$ cat src/rtl/mesh_loader_if.sv
// Host word stream into the mesh loader: 32-bit words with a valid/ready handshake.
interface mesh_loader_if;
  logic        in_valid;
  logic [31:0] in_data;
  logic        in_ready;

  modport master (output in_valid, output in_data, input in_ready);
  modport slave  (input in_valid, input in_data, output in_ready);
endinterface

$ cat src/rtl/mesh_loader.sv
// Streams a host mesh image into RAM0, validates counts and indices, zeroes the
// RAM2 edge map, then launches subdiv and waits for it to finish.
module mesh_loader #(
  parameter int RAM_WORDS = 2048
) (
  input  logic         clk,
  input  logic         rst_n,
  mesh_loader_if.slave host,
  output logic         RAM0_EN,
  output logic [10:0]  RAM0_A,
  output logic [3:0]   RAM0_WE,
  output logic [31:0]  RAM0_Di,
  output logic         RAM2_EN,
  output logic [10:0]  RAM2_A,
  output logic [3:0]   RAM2_WE,
  output logic [31:0]  RAM2_Di,
  output logic         sub_start,
  input  logic         sub_busy,
  output logic         done,
  output logic         error,
  output logic [2:0]   err_code,
  input  logic         err_clr
);
  localparam logic [2:0]  ERR_CNT     = 3'd1;
  localparam logic [2:0]  ERR_IN_CAP  = 3'd2;
  localparam logic [2:0]  ERR_OUT_CAP = 3'd3;
  localparam logic [2:0]  ERR_IDX     = 3'd4;
  localparam logic [31:0] CAP         = 32'(RAM_WORDS);

  typedef enum logic [3:0] {
    S_IDLE, S_VERTS, S_FCNT, S_FACES, S_CLEAR, S_START, S_WAIT_HI, S_WAIT_LO, S_ERR
  } state_t;

  state_t      state_reg, state_next;
  logic [10:0] v_reg, v_next, f_reg, f_next, addr_reg, addr_next;
  logic [10:0] clr_reg, clr_next, clr_last_reg, clr_last_next;
  logic [12:0] cnt_reg, cnt_next;
  logic [10:0] ram0_a_reg, ram0_a_next, ram2_a_reg, ram2_a_next;
  logic [31:0] ram0_di_reg, ram0_di_next;
  logic        ram0_wr_reg, ram0_wr_next, ram2_wr_reg, ram2_wr_next;
  logic        sub_start_reg, sub_start_next, done_reg, done_next;
  logic [2:0]  err_code_reg, err_code_next;

  logic        accept;
  logic [31:0] d, v32, f32, tri_d, words_v, words_in, words_out, clr_last_w;

  assign d          = host.in_data;
  assign v32        = {21'd0, v_reg};
  assign f32        = {21'd0, f_reg};
  assign tri_d      = 32'd3 * d;
  assign words_v    = tri_d + 32'd2;
  assign words_in   = 32'd3 * v32 + tri_d + 32'd2;
  assign words_out  = 32'd6 * v32 + 32'd15 * d - 32'd4;
  // Last RAM2 word to zero is 3E+2 with E = V+F-2.
  assign clr_last_w = 32'd3 * v32 + 32'd3 * f32 - 32'd4;

  assign host.in_ready = (state_reg == S_IDLE) || (state_reg == S_VERTS) ||
                         (state_reg == S_FCNT) || (state_reg == S_FACES);
  assign accept    = host.in_valid && host.in_ready;

  assign RAM0_EN   = 1'b1;
  assign RAM2_EN   = 1'b1;
  assign RAM0_A    = ram0_a_reg;
  assign RAM0_WE   = {4{ram0_wr_reg}};
  assign RAM0_Di   = ram0_di_reg;
  assign RAM2_A    = ram2_a_reg;
  assign RAM2_WE   = {4{ram2_wr_reg}};
  assign RAM2_Di   = 32'd0;
  assign sub_start = sub_start_reg;
  assign done      = done_reg;
  assign error     = (state_reg == S_ERR);
  assign err_code  = err_code_reg;

  always_ff @(negedge clk or negedge rst_n) begin
    if (!rst_n) begin
      state_reg     <= S_IDLE;
      v_reg         <= '0;
      f_reg         <= '0;
      addr_reg      <= '0;
      clr_reg       <= '0;
      clr_last_reg  <= '0;
      cnt_reg       <= '0;
      ram0_a_reg    <= '0;
      ram0_di_reg   <= '0;
      ram0_wr_reg   <= 1'b0;
      ram2_a_reg    <= '0;
      ram2_wr_reg   <= 1'b0;
      sub_start_reg <= 1'b0;
      done_reg      <= 1'b0;
      err_code_reg  <= '0;
    end else begin
      state_reg     <= state_next;
      v_reg         <= v_next;
      f_reg         <= f_next;
      addr_reg      <= addr_next;
      clr_reg       <= clr_next;
      clr_last_reg  <= clr_last_next;
      cnt_reg       <= cnt_next;
      ram0_a_reg    <= ram0_a_next;
      ram0_di_reg   <= ram0_di_next;
      ram0_wr_reg   <= ram0_wr_next;
      ram2_a_reg    <= ram2_a_next;
      ram2_wr_reg   <= ram2_wr_next;
      sub_start_reg <= sub_start_next;
      done_reg      <= done_next;
      err_code_reg  <= err_code_next;
    end
  end

  always_comb begin
    state_next     = state_reg;
    v_next         = v_reg;
    f_next         = f_reg;
    addr_next      = addr_reg;
    clr_next       = clr_reg;
    clr_last_next  = clr_last_reg;
    cnt_next       = cnt_reg;
    ram0_a_next    = ram0_a_reg;
    ram0_di_next   = ram0_di_reg;
    ram0_wr_next   = 1'b0;
    ram2_a_next    = ram2_a_reg;
    ram2_wr_next   = 1'b0;
    sub_start_next = 1'b0;
    done_next      = 1'b0;
    err_code_next  = err_code_reg;

    // Every accepted word lands in RAM0, including one that trips an error.
    if (accept) begin
      ram0_wr_next = 1'b1;
      ram0_a_next  = addr_reg;
      ram0_di_next = d;
      addr_next    = addr_reg + 11'd1;
    end

    case (state_reg)
      S_IDLE: if (accept) begin
        ram0_a_next = 11'd0;
        addr_next   = 11'd1;
        v_next      = d[10:0];
        cnt_next    = tri_d[12:0];
        if (d < 32'd3) begin
          err_code_next = ERR_CNT;
          state_next    = S_ERR;
        end else if (d[31:11] != 21'd0 || words_v > CAP) begin
          err_code_next = ERR_IN_CAP;
          state_next    = S_ERR;
        end else begin
          state_next = S_VERTS;
        end
      end
      S_VERTS: if (accept) begin
        cnt_next = cnt_reg - 13'd1;
        if (cnt_reg == 13'd1) state_next = S_FCNT;
      end
      S_FCNT: if (accept) begin
        f_next   = d[10:0];
        cnt_next = tri_d[12:0];
        if (d == 32'd0 || d[31:11] != 21'd0) begin
          err_code_next = ERR_CNT;
          state_next    = S_ERR;
        end else if (words_in > CAP) begin
          err_code_next = ERR_IN_CAP;
          state_next    = S_ERR;
        end else if (words_out > CAP) begin
          err_code_next = ERR_OUT_CAP;
          state_next    = S_ERR;
        end else begin
          state_next = S_FACES;
        end
      end
      S_FACES: if (accept) begin
        cnt_next = cnt_reg - 13'd1;
        if (d == 32'd0 || d > v32) begin
          err_code_next = ERR_IDX;
          state_next    = S_ERR;
        end else if (cnt_reg == 13'd1) begin
          clr_next      = 11'd0;
          clr_last_next = clr_last_w[10:0];
          state_next    = S_CLEAR;
        end
      end
      S_CLEAR: begin
        ram2_wr_next = 1'b1;
        ram2_a_next  = clr_reg;
        clr_next     = clr_reg + 11'd1;
        if (clr_reg == clr_last_reg) state_next = S_START;
      end
      S_START: begin
        ram0_a_next    = 11'd0;
        ram2_a_next    = 11'd0;
        sub_start_next = 1'b1;
        state_next     = S_WAIT_HI;
      end
      S_WAIT_HI: if (sub_busy) state_next = S_WAIT_LO;
      S_WAIT_LO: if (!sub_busy) begin
        done_next  = 1'b1;
        state_next = S_IDLE;
      end
      S_ERR: if (err_clr) begin
        err_code_next = 3'd0;
        state_next    = S_IDLE;
      end
      default: state_next = S_IDLE;
    endcase
  end
endmodule

$ cat src/flat_wrapper.sv
// flat-port wrapper written by rule: the top's interface ports become plain ports
module mesh_loader_flat 
#(
  parameter int RAM_WORDS = 2048
)
  (clk, rst_n, RAM0_EN, RAM0_A, RAM0_WE, RAM0_Di, RAM2_EN, RAM2_A, RAM2_WE, RAM2_Di, sub_start, sub_busy, done, error, err_code, err_clr, host_in_valid, host_in_data, host_in_ready);
  mesh_loader_if host_i ();
  input  logic clk;
  input  logic rst_n;
  output logic RAM0_EN;
  output logic [10:0] RAM0_A;
  output logic [3:0] RAM0_WE;
  output logic [31:0] RAM0_Di;
  output logic RAM2_EN;
  output logic [10:0] RAM2_A;
  output logic [3:0] RAM2_WE;
  output logic [31:0] RAM2_Di;
  output logic sub_start;
  input  logic sub_busy;
  output logic done;
  output logic error;
  output logic [2:0] err_code;
  input  logic err_clr;
  input wire logic [$bits(host_i.in_valid)-1:0] host_in_valid;
  input wire logic [$bits(host_i.in_data)-1:0] host_in_data;
  output wire logic [$bits(host_i.in_ready)-1:0] host_in_ready;
  assign host_i.in_valid = host_in_valid;
  assign host_i.in_data = host_in_data;
  assign host_in_ready = host_i.in_ready;
  mesh_loader #(.RAM_WORDS(RAM_WORDS)) u_core (.clk(clk), .rst_n(rst_n), .host(host_i), .RAM0_EN(RAM0_EN), .RAM0_A(RAM0_A), .RAM0_WE(RAM0_WE), .RAM0_Di(RAM0_Di), .RAM2_EN(RAM2_EN), .RAM2_A(RAM2_A), .RAM2_WE(RAM2_WE), .RAM2_Di(RAM2_Di), .sub_start(sub_start), .sub_busy(sub_busy), .done(done), .error(error), .err_code(err_code), .err_clr(err_clr));
endmodule
$ cat config.mk
export PLATFORM = sky130hd
export DESIGN_NAME = mesh_loader_flat
export DESIGN_NICKNAME = d
export VERILOG_FILES = /design/src/rtl/mesh_loader_if.sv /design/src/rtl/mesh_loader.sv /design/src/flat_wrapper.sv
export SDC_FILE = /design/constraint.sdc
export NUM_CORES = 1
export LEC_CHECK = 0
export ABC_AREA = 1
export ABC_CLOCK_PERIOD_IN_PS = 6800
export BUFFER_PORTS_ARGS = -buffer_cell sky130_fd_sc_hd__buf_4
export CAP_MARGIN = 20
export CELL_PAD_IN_SITES_DETAIL_PLACEMENT = 0
export CELL_PAD_IN_SITES_GLOBAL_PLACEMENT = 1
export CORE_ASPECT_RATIO = 1.4
export CORE_MARGIN = 8
export CORE_UTILIZATION = 45
export CTS_CLUSTER_SIZE = 16
export DETAILED_ROUTE_END_ITERATION = 6
export PLACE_DENSITY = 0.87
export SKIP_LAST_GASP = 1
export SLEW_MARGIN = 20
export SYNTH_ARGS = -nofsm -noshare
export SYNTH_HDL_FRONTEND = slang
export SYNTH_SLANG_ARGS = --single-unit
$ cat constraint.sdc
create_clock -name clk -period 6.8 [get_ports clk]
set_clock_uncertainty 0.05 [all_clocks]
set_input_delay 1.02 -clock clk [delete_from_list [all_inputs] [get_ports clk]]
set_output_delay 1.02 -clock clk [all_outputs]
set_load 0.02 [all_outputs]
==> results of run 1 <==
-- synthesized netlist by cell type (5+ instances only) --
cell,count
nor2_2,21
inv_2,11
nor3_1,39
o22ai_1,8
nand2_2,47
a31oi_1,6
nand3b_1,13
xnor2_1,15
nand2_4,5
nor4_1,8
o21bai_1,6
clkbuf_1,24
ha_1,178
nand3_2,15
fa_1,82
xor2_1,46
a21oi_1,111
inv_1,440
a21o_1,5
nand4_1,50
nand3_1,165
o21ai_0,158
buf_4,42
nor2_1,216
dfrtn_1,133
nor2_4,14
clkinv_1,6
nand2_1,706
-- metal layers --
| metal | global-route usage | part of all wire | up-vias | routed length [um] |
|---|---|---|---|---|
| li1 | - | - | 9401 | - |
| met1 | 0.277 | 0.37 | 8782 | 23100 |
| met2 | 0.515 | 0.53 | 485 | 33000 |
| met3 | 0.0375 | 0.034 | 155 | 2110 |
| met4 | 0.151 | 0.057 | 0 | 3550 |
| met5 | 0 | 0 | - | 0 |
-- kinds of logic after synthesis --
group	Yosys count
fa+ha+maj	260
mux	5
compound gates	322
buf+inv	523
simple gates	1312
xor+xnor	61
flops	133
other cells	2
-- per-stage QoR --
| stage | hold WS (ns) | worst slack [ns] |
|---|---|---|
| CTS | 0.385 | -1.45 |
| global route | 0.402 | -1.84 |
| finish | 0.385 | -1.59 |
| global placement | 0.363 | -2.11 |
| detailed placement | 0.383 | -2.18 |
| floorplan | 0.352 | -1.36 |
-- timing repair --
| item | in CTS | in global routing |
|---|---|---|
| endpoints found under the setup margin | 28 | 26 |
| endpoints found under the hold margin | 0 | 0 |
| pin swaps | 33 | 66 |
| setup buffers | 8 | 4 |
| gates resized for setup | 94 | 113 |
-- worst min-delay path, cell delays in order (launching register included) --
cell and delay, ns:
dfrtn_1 0.40, nand2_1 0.05, o21ai_0 0.06
-- area by class of cell --
cell class	count	area, um^2	share of cell area
Clock buffer	18	439	0.0183
Clock inverter	13	148	0.00616
Inverter	457	1760	0.0733
Multi-Input combinational cell	1994	13100	0.545
Sequential cell	133	3330	0.139
Tap cell	522	653	0.0272
Timing Repair Buffer	596	4590	0.191
-- worst max path at each step --
| stage | from | to | slack (ns) | cells past startpoint |
|---|---|---|---|---|
| floorplan | host_in_data[3] | u_core.err_code[2] | -1.36 | 26 |
| global placement | host_in_data[8] | u_core.state_reg[3] | -2.11 | 26 |
| detailed placement | host_in_data[11] | u_core.err_code[1] | -2.18 | 26 |
| CTS | host_in_data[3] | u_core.err_code[1] | -1.45 | 25 |
| global route | host_in_data[7] | u_core.state_reg[3] | -1.84 | 35 |
| finish | host_in_data[3] | u_core.err_code[1] | -1.59 | 28 |
==> impl_metrics.tcl, run 1 <==
set metrics [dict create \
    path_class "in2reg" \
    netlist_area_um2 17500 \
    grt_max_degree 51 \
    fillers 3608 \
    gp_congestion 1.02 \
    synth-simple-area-share 0.334 \
    gr-total-overflow 0 \
    grt_pass1_wl_um 97900 \
    hold_buffers 0 \
    cts_buffers 17 \
    grt_setup_unrepaired "true" \
    tightest_slew_ns 0.753 \
    synth_top_area_cell "dfrtn_1" \
    die-area_um2 45500 \
    cp_num_buf_inv 5 \
    ios 140 \
    grt_pass1_vias 19213 \
    clock_latency_ns 0.42 \
    min_from "u_core.f_reg[4]" \
    design_area_um2 24000 \
    row_count 85 \
    drc 1 \
    cap_viol_max_count 0 \
    setup_ws_ns -1.59 \
    rrSetupSlack_ns 0.40 \
    antenna_cells 0 \
    drive_above_1_share 0.283 \
    required_ns 3.62 \
    wl_um 61800 \
    report.final.slew_viol_count 0 \
    synth_compound_area_frac 0.0991 \
    critPathMaxStageDelay_ns 0.54 \
    synthArstFlopShare 1.00 \
    fin_cells 3733 \
    dp_cells 3690 \
    reg2regPathDepth 34 \
    cp_max_fo 4 \
    synth_top_family_by_area "simple AND/OR/NAND/NOR gates" \
    synth-adder-area-share 0.221 \
    grt_util_all_layers 0.271 \
    synth-edff-count 0 \
    cts_max_level 4 \
    setup_violations 6 \
    cts_tree "yes" \
    status "finished, violations left" \
    numPortBuffers 105 \
    min_path_cells 2 \
    clock-sinks 133 \
    reg2reg_from "u_core.v_reg[1]" \
    yosys_warnings 0 \
    largest_register_ffs 32 \
    reg2reg_to "u_core.err_code[1]" \
    first_pass_iters 7 \
    slew_headroom 0.497 \
    setup.worst_path.start_class "input port" \
    drtIter0Drc 1014 \
    finalHoldViolCount 0 \
    hold_end "u_core.f_reg[4]" \
    clock_path_buffers 2 \
    syn_to_final_growth_pct 37.2 \
    dp_hpwl_um 52900 \
    core_area_um2 38400 \
    fin_util 0.624 \
    cp_top_family "adder cells" \
    die_w_um 183 \
    final_common_cell "nand2_1" \
    avgSynthCellArea_um2 6.68 \
    die_h_um 249 \
    violations "design-rule violations, negative setup slack" \
    hold_path.class "reg2reg" \
    cp_common_cell "nand2_1" \
    cp-end-kind "register" \
    yosys-top-cells-area "dfrtn_1 (19%), nand2_1 (15%), ha_1 (13%)" \
    synth-xor-area-share 0.0306 \
    yosys.area.top_type_share 0.190 \
    ys_ff_latch 133 \
    synthDistinctLibCells 50 \
    nNetsFinal 3496 \
    path_clk_slew_ns 0.05 \
    critPathSlowestCell "fa_1" \
    cts_root_buf "clkbuf_16" \
    synth-seq-area-share 0.190 \
    synth-main-ff-cell "dfrtn_1" \
    wire_per_inst_um 16.6 \
    most-common-layout-cells "nand2_1 (672), buf_4 (578), inv_1 (416)" \
    antenna_found_initial 0 \
    via_per_inst 5.04 \
    muxShareOfSynthArea 0.00315 \
    placed_cell_area_um2 22300 \
    netlist_instances 2618 \
    arrival_ns 5.21 \
    route.antenna.remaining_nets 0 \
    setup-tns-final_ns -9.42 \
    routed-via-count 18823 \
    start_util 0.455 \
]
Power of run 1 is not shown: default switching activity piles up to over one toggle a cycle in this logic, so the estimate is an artifact.
==> inputs of run 2 (changes only) <==
ABC_AREA = default   (was 1)
CORE_UTILIZATION = 47   (was 45)
==> run 2 against run 1 <==
The flow finishes with violations (negative setup slack); highest routed layer unchanged; sequential cell count is the same; critical endpoint is now u_core.err_code[0]; final cell count shrank 21%; first-iteration DRC count down 7.9%; sequential share of layout area rose by 1.1 points; clock-buffer cell count up 3; synthesized cell count shrank 27%; critical path type unchanged; register-to-register slack got worse by 1.2 ns; utilization is 4.6 points higher.
==> impl_metrics.tcl, run 2 <==
set metrics [dict create \
    synthTopCellsByCount "inv_1 (197), nand2_1 (197), ha_1 (178)" \
    clock-sinks 133 \
    nNetsFinal 2777 \
    cp.depth 24 \
    cts_max_level 4 \
    cts_buffers 17 \
    drtIter0Drc 934 \
    wire_per_inst_um 17.5 \
    route.antenna.remaining_nets 0 \
    synth-main-ff-cell "dfrtn_1" \
    fillers 2633 \
    netlist_area_um2 15700 \
    grt_pass1_wl_um 83400 \
    reg2regPathDepth 35 \
    yosys-top-cells-area "dfrtn_1 (21%), ha_1 (14%), fa_1 (10%)" \
    path_clk_slew_ns 0.05 \
    cp_num_buf_inv 8 \
    setup_violations 14 \
    drc 0 \
    ios 140 \
    via_per_inst 5.57 \
    cts_root_buf "clkbuf_16" \
    finalHoldViolCount 0 \
    die_w_um 171 \
    grt_setup_unrepaired "true" \
    gp_congestion 0.960 \
    cp-end-kind "register" \
    antenna_cells 0 \
    yosys.area.top_type_share 0.212 \
    yosys_warnings 0 \
    dp_hpwl_um 41300 \
    avgSynthCellArea_um2 8.23 \
    syn_to_final_growth_pct 41.1 \
    path_class "in2reg" \
    synth_top_area_cell "dfrtn_1" \
    cp_max_fo 4 \
    first_pass_iters 5 \
    drive_above_1_share 0.335 \
    grt_util_all_layers 0.260 \
    antenna_found_initial 0 \
    grt_pass1_vias 17114 \
    critPathSlowestCell "fa_1" \
    setup.worst_path.start_class "input port" \
    start_util 0.475 \
    netlist_instances 1911 \
    final_common_cell "buf_4" \
    most-common-layout-cells "buf_4 (596), nand2_1 (192), inv_1 (171)" \
    setup_ws_ns -2.35 \
    die_h_um 232 \
    slew_headroom 0.344 \
    clock_path_buffers 2 \
    path_cells "buf_12, clkinvlp_4, fa_1, inv_1, fa_1, fa_1, inv_2, fa_2, nor2b_4, o2111ai_2, buf_6, a21oi_4, nor3_4, nor3b_2, buf_4, mux2i_2, o32ai_2, a2111oi_2, buf_4, o311ai_4, nor4_2, buf_4, a221oi_1, a21boi_2" \
    die-area_um2 39700 \
    cap_viol_max_count 0 \
    synthDistinctLibCells 86 \
    largest_register_ffs 32 \
    synth-seq-area-share 0.212 \
    grt_max_degree 97 \
    status "finished, violations left" \
    numPortBuffers 105 \
    cts_tree "yes" \
    arrival_ns 5.96 \
    wl_um 51300 \
    ys_ff_latch 133 \
    hold_buffers 0 \
    row_count 79 \
    setup-tns-final_ns -14.76 \
    tightest_slew_ns 0.981 \
    routed-via-count 16362 \
    synth-edff-count 0 \
    required_ns 3.62 \
    cp_top_family "adder cells" \
    core_area_um2 33100 \
    synthArstFlopShare 1.00 \
    hold_path.class "reg2reg" \
    report.final.slew_viol_count 0 \
    critPathMaxStageDelay_ns 0.62 \
    clock_latency_ns 0.42 \
    min_path_cells 2 \
    violations "negative setup slack" \
    gr-total-overflow 0 \
]
[run 2: repair_timing]
item,4_1_cts,5_1_grt
endpoints found under the setup margin,29,21
gates resized for setup,84,84
pin swaps,56,57
buffers inserted,17,13
[run 2: stage by stage]
stage          cell area [um^2]  setup WS (ns)  instances  hold WS [ns]  utilization
5_1_grt                   22200          -2.54       2938         0.395        0.670
3_3_place_gp              20600          -3.11       2879         0.375        0.621
2_1_floorplan             16100          -2.41       1943         0.360            -
6_report                  22200          -2.35       2938         0.375        0.670
3_5_place_dp              20600          -3.20       2879         0.381        0.621
4_1_cts                   21700          -2.30       2928         0.381        0.656
[run 2: cell type report]
class	instances	area, um^2	share of cell area
clock inverter	11	125	0.00564
tap	445	557	0.0251
clock buffer	21	470	0.0212
sequential	133	3330	0.150
inverter	198	768	0.0346
multi-input combinational	1510	12200	0.548
timing repair buffer	620	4770	0.215
[run 2: path summary, 6_finish.rpt]
kind	startpoint	endpoint	slack, ns
hold / removal	u_core.f_reg[1]	u_core.f_reg[1]	0.37
setup reg to reg	u_core.v_reg[0]	u_core.err_code[0]	-0.77
setup / recovery	host_in_data[4]	u_core.err_code[0]	-2.35
max in group asynchronous	rst_n	async pin	2.14
hold reg to reg	u_core.f_reg[1]	u_core.f_reg[1]	0.37
min in group asynchronous	rst_n	u_core.f_reg[1]	3.78
[run 2: cell families after synthesis]
logic type,Yosys count,synth area share
other cells,2,0.000478
buf+inv,300,0.0825
fa+ha+maj,260,0.246
mux,14,0.00923
simple gates,600,0.189
xor+xnor,99,0.0573
flops,133,0.212
compound gates,503,0.204
[run 2: worst min-delay path, cell delays in order (launching register included)]
cell,delay [ns]
dfrtn_1,0.40
nand2_1,0.05
o21ai_0,0.06
[run 2: per-layer routing]
| metal | vias up | part of all wire | global-route usage |
|---|---|---|---|
| li1 | 7826 | - | - |
| met1 | 7912 | 0.38 | 0.282 |
| met2 | 478 | 0.53 | 0.487 |
| met3 | 146 | 0.043 | 0.0321 |
| met4 | 0 | 0.047 | 0.131 |
| met5 | - | 0 | 0 |
Power of run 2 is left out for the same reason.
==> inputs of run 3 (changes only) <==
CTS_BUF_LIST = sky130_fd_sc_hd__clkbuf_16   (was default)
==> run 3 against run 2 <==
Highest routed layer unchanged; critical path depth rose by 3; register-to-register slack barely moved; the run still ends with negative setup slack left; critical path type unchanged; die area did not move; sequential share of layout area barely moved; non-clock buffer count did not move; critical endpoint unchanged; clock-buffer cell count fell by 4.
==> impl_metrics.tcl, run 3 (synthesis results as in run 2) <==
set metrics [dict create \
    ios 140 \
    final_common_cell "buf_4" \
    grt_max_degree 97 \
    largest_register_ffs 32 \
    critPathSlowestCell "or4_1" \
    die-area_um2 39700 \
    placed_cell_area_um2 20600 \
    drc 0 \
    die_w_um 171 \
    path_clk_slew_ns 0.05 \
    clock-sinks 133 \
    syn_to_final_growth_pct 40.9 \
    reg2reg_from "u_core.v_reg[0]" \
    routed-via-count 16398 \
    setup_ws_ns -2.34 \
    cp-end-kind "register" \
    via_per_inst 5.58 \
    slew_headroom 0.340 \
    critPathMaxStageDelay_ns 0.51 \
    setup.worst_path.start_class "input port" \
    finalHoldViolCount 0 \
    cts_tree "yes" \
    cts_buffers 17 \
    status "finished, violations left" \
    grt_pass1_vias 17101 \
    clock_path_buffers 2 \
    reg2reg_to "u_core.state_reg[3]" \
    multi_input_area_um2 12200 \
    cap_viol_max_count 0 \
    setup_violations 14 \
    violations "negative setup slack" \
    numPortBuffers 105 \
    cts_max_level 4 \
    antenna_found_initial 0 \
    wl_um 51400 \
    drive_above_1_share 0.333 \
    rrSetupSlack_ns -0.76 \
    most-common-layout-cells "buf_4 (596), nand2_1 (192), inv_1 (172)" \
    start_util 0.475 \
    fillers 2641 \
    clock_latency_ns 0.42 \
    reg2regPathDepth 35 \
    wire_per_inst_um 17.5 \
    gr-total-overflow 0 \
    grt_setup_unrepaired "true" \
    grt_pass1_wl_um 83400 \
    die_h_um 232 \
    grt_util_all_layers 0.260 \
    nNetsFinal 2777 \
    hold_buffers 0 \
    cp_common_cell "buf_4" \
    design_area_um2 22200 \
    path_class "in2reg" \
    min_path_cells 2 \
    gp_congestion 0.960 \
    report.final.slew_viol_count 0 \
    first_pass_iters 5 \
    arrival_ns 6.13 \
    hold_path.class "reg2reg" \
    hold_end "u_core.f_reg[1]" \
    cts_root_buf "clkbuf_16" \
    antenna_cells 0 \
    cp_max_fo 4 \
    tightest_slew_ns 0.986 \
    min_from "u_core.f_reg[1]" \
    row_count 79 \
    seqCellArea_um2 3330 \
    route.antenna.remaining_nets 0 \
    dp_hpwl_um 41300 \
    drtIter0Drc 965 \
    core_area_um2 33100 \
    required_ns 3.79 \
]
[run 3: final cells by class]
| cell class | count | share of cell area |
|---|---|---|
| timing repair buffer | 620 | 0.215 |
| multi-input combinational | 1510 | 0.549 |
| tap | 445 | 0.0251 |
| clock inverter | 15 | 0.00632 |
| clock buffer | 17 | 0.0192 |
| inverter | 198 | 0.0347 |
| sequential | 133 | 0.150 |
[run 3: how the worst max path moves through the flow]
stage | cells past startpoint | slack (ns) | end | from
floorplan | 19 | -2.41 | u_core.err_code[0] | host_in_data[11]
global placement | 22 | -3.11 | u_core.err_code[0] | host_in_data[4]
detailed placement | 20 | -3.20 | u_core.err_code[0] | host_in_data[4]
CTS | 30 | -2.30 | u_core.err_code[0] | host_in_data[5]
global route | 27 | -2.54 | u_core.err_code[0] | host_in_data[2]
finish | 27 | -2.34 | u_core.err_code[0] | host_in_data[2]
[run 3: critical path: cells and delay by family]
kind / cells / cell delay [ns]
xor+xnor: 1 / 0.17
simple gates: 7 / 1.95
buf+inv: 9 / 1.14
compound gates: 7 / 1.19
fa+ha+maj: 3 / 0.69
[run 3: routing by layer]
metal,up-vias,GRT usage,routed length (um)
li1,7830,-,-
met5,-,0,0
met3,149,0.0319,2090
met1,7949,0.282,19700
met4,0,0.129,2430
met2,470,0.487,27200
[run 3: repair_timing]
action                     in CTS  in global routing
pin swaps                      56                 57
buffers inserted               17                 13
resized for setup              84                 84
setup endpoints to repair      29                 21
[run 3: per-stage QoR]
step                      instances  setup TNS, ns  utilization  worst slack (ns)  hold slack, ns
after floorplan                1943         -13.09            -             -2.41           0.360
after global routing           2938         -17.24        0.669             -2.54           0.395
final                          2938         -14.65        0.669             -2.34           0.375
after CTS                      2928         -14.52        0.655             -2.30           0.381
after detailed placement       2879         -35.08        0.621             -3.20           0.381
after global placement         2879         -34.48        0.621             -3.11           0.375
Power of run 3 is left out for the same reason.
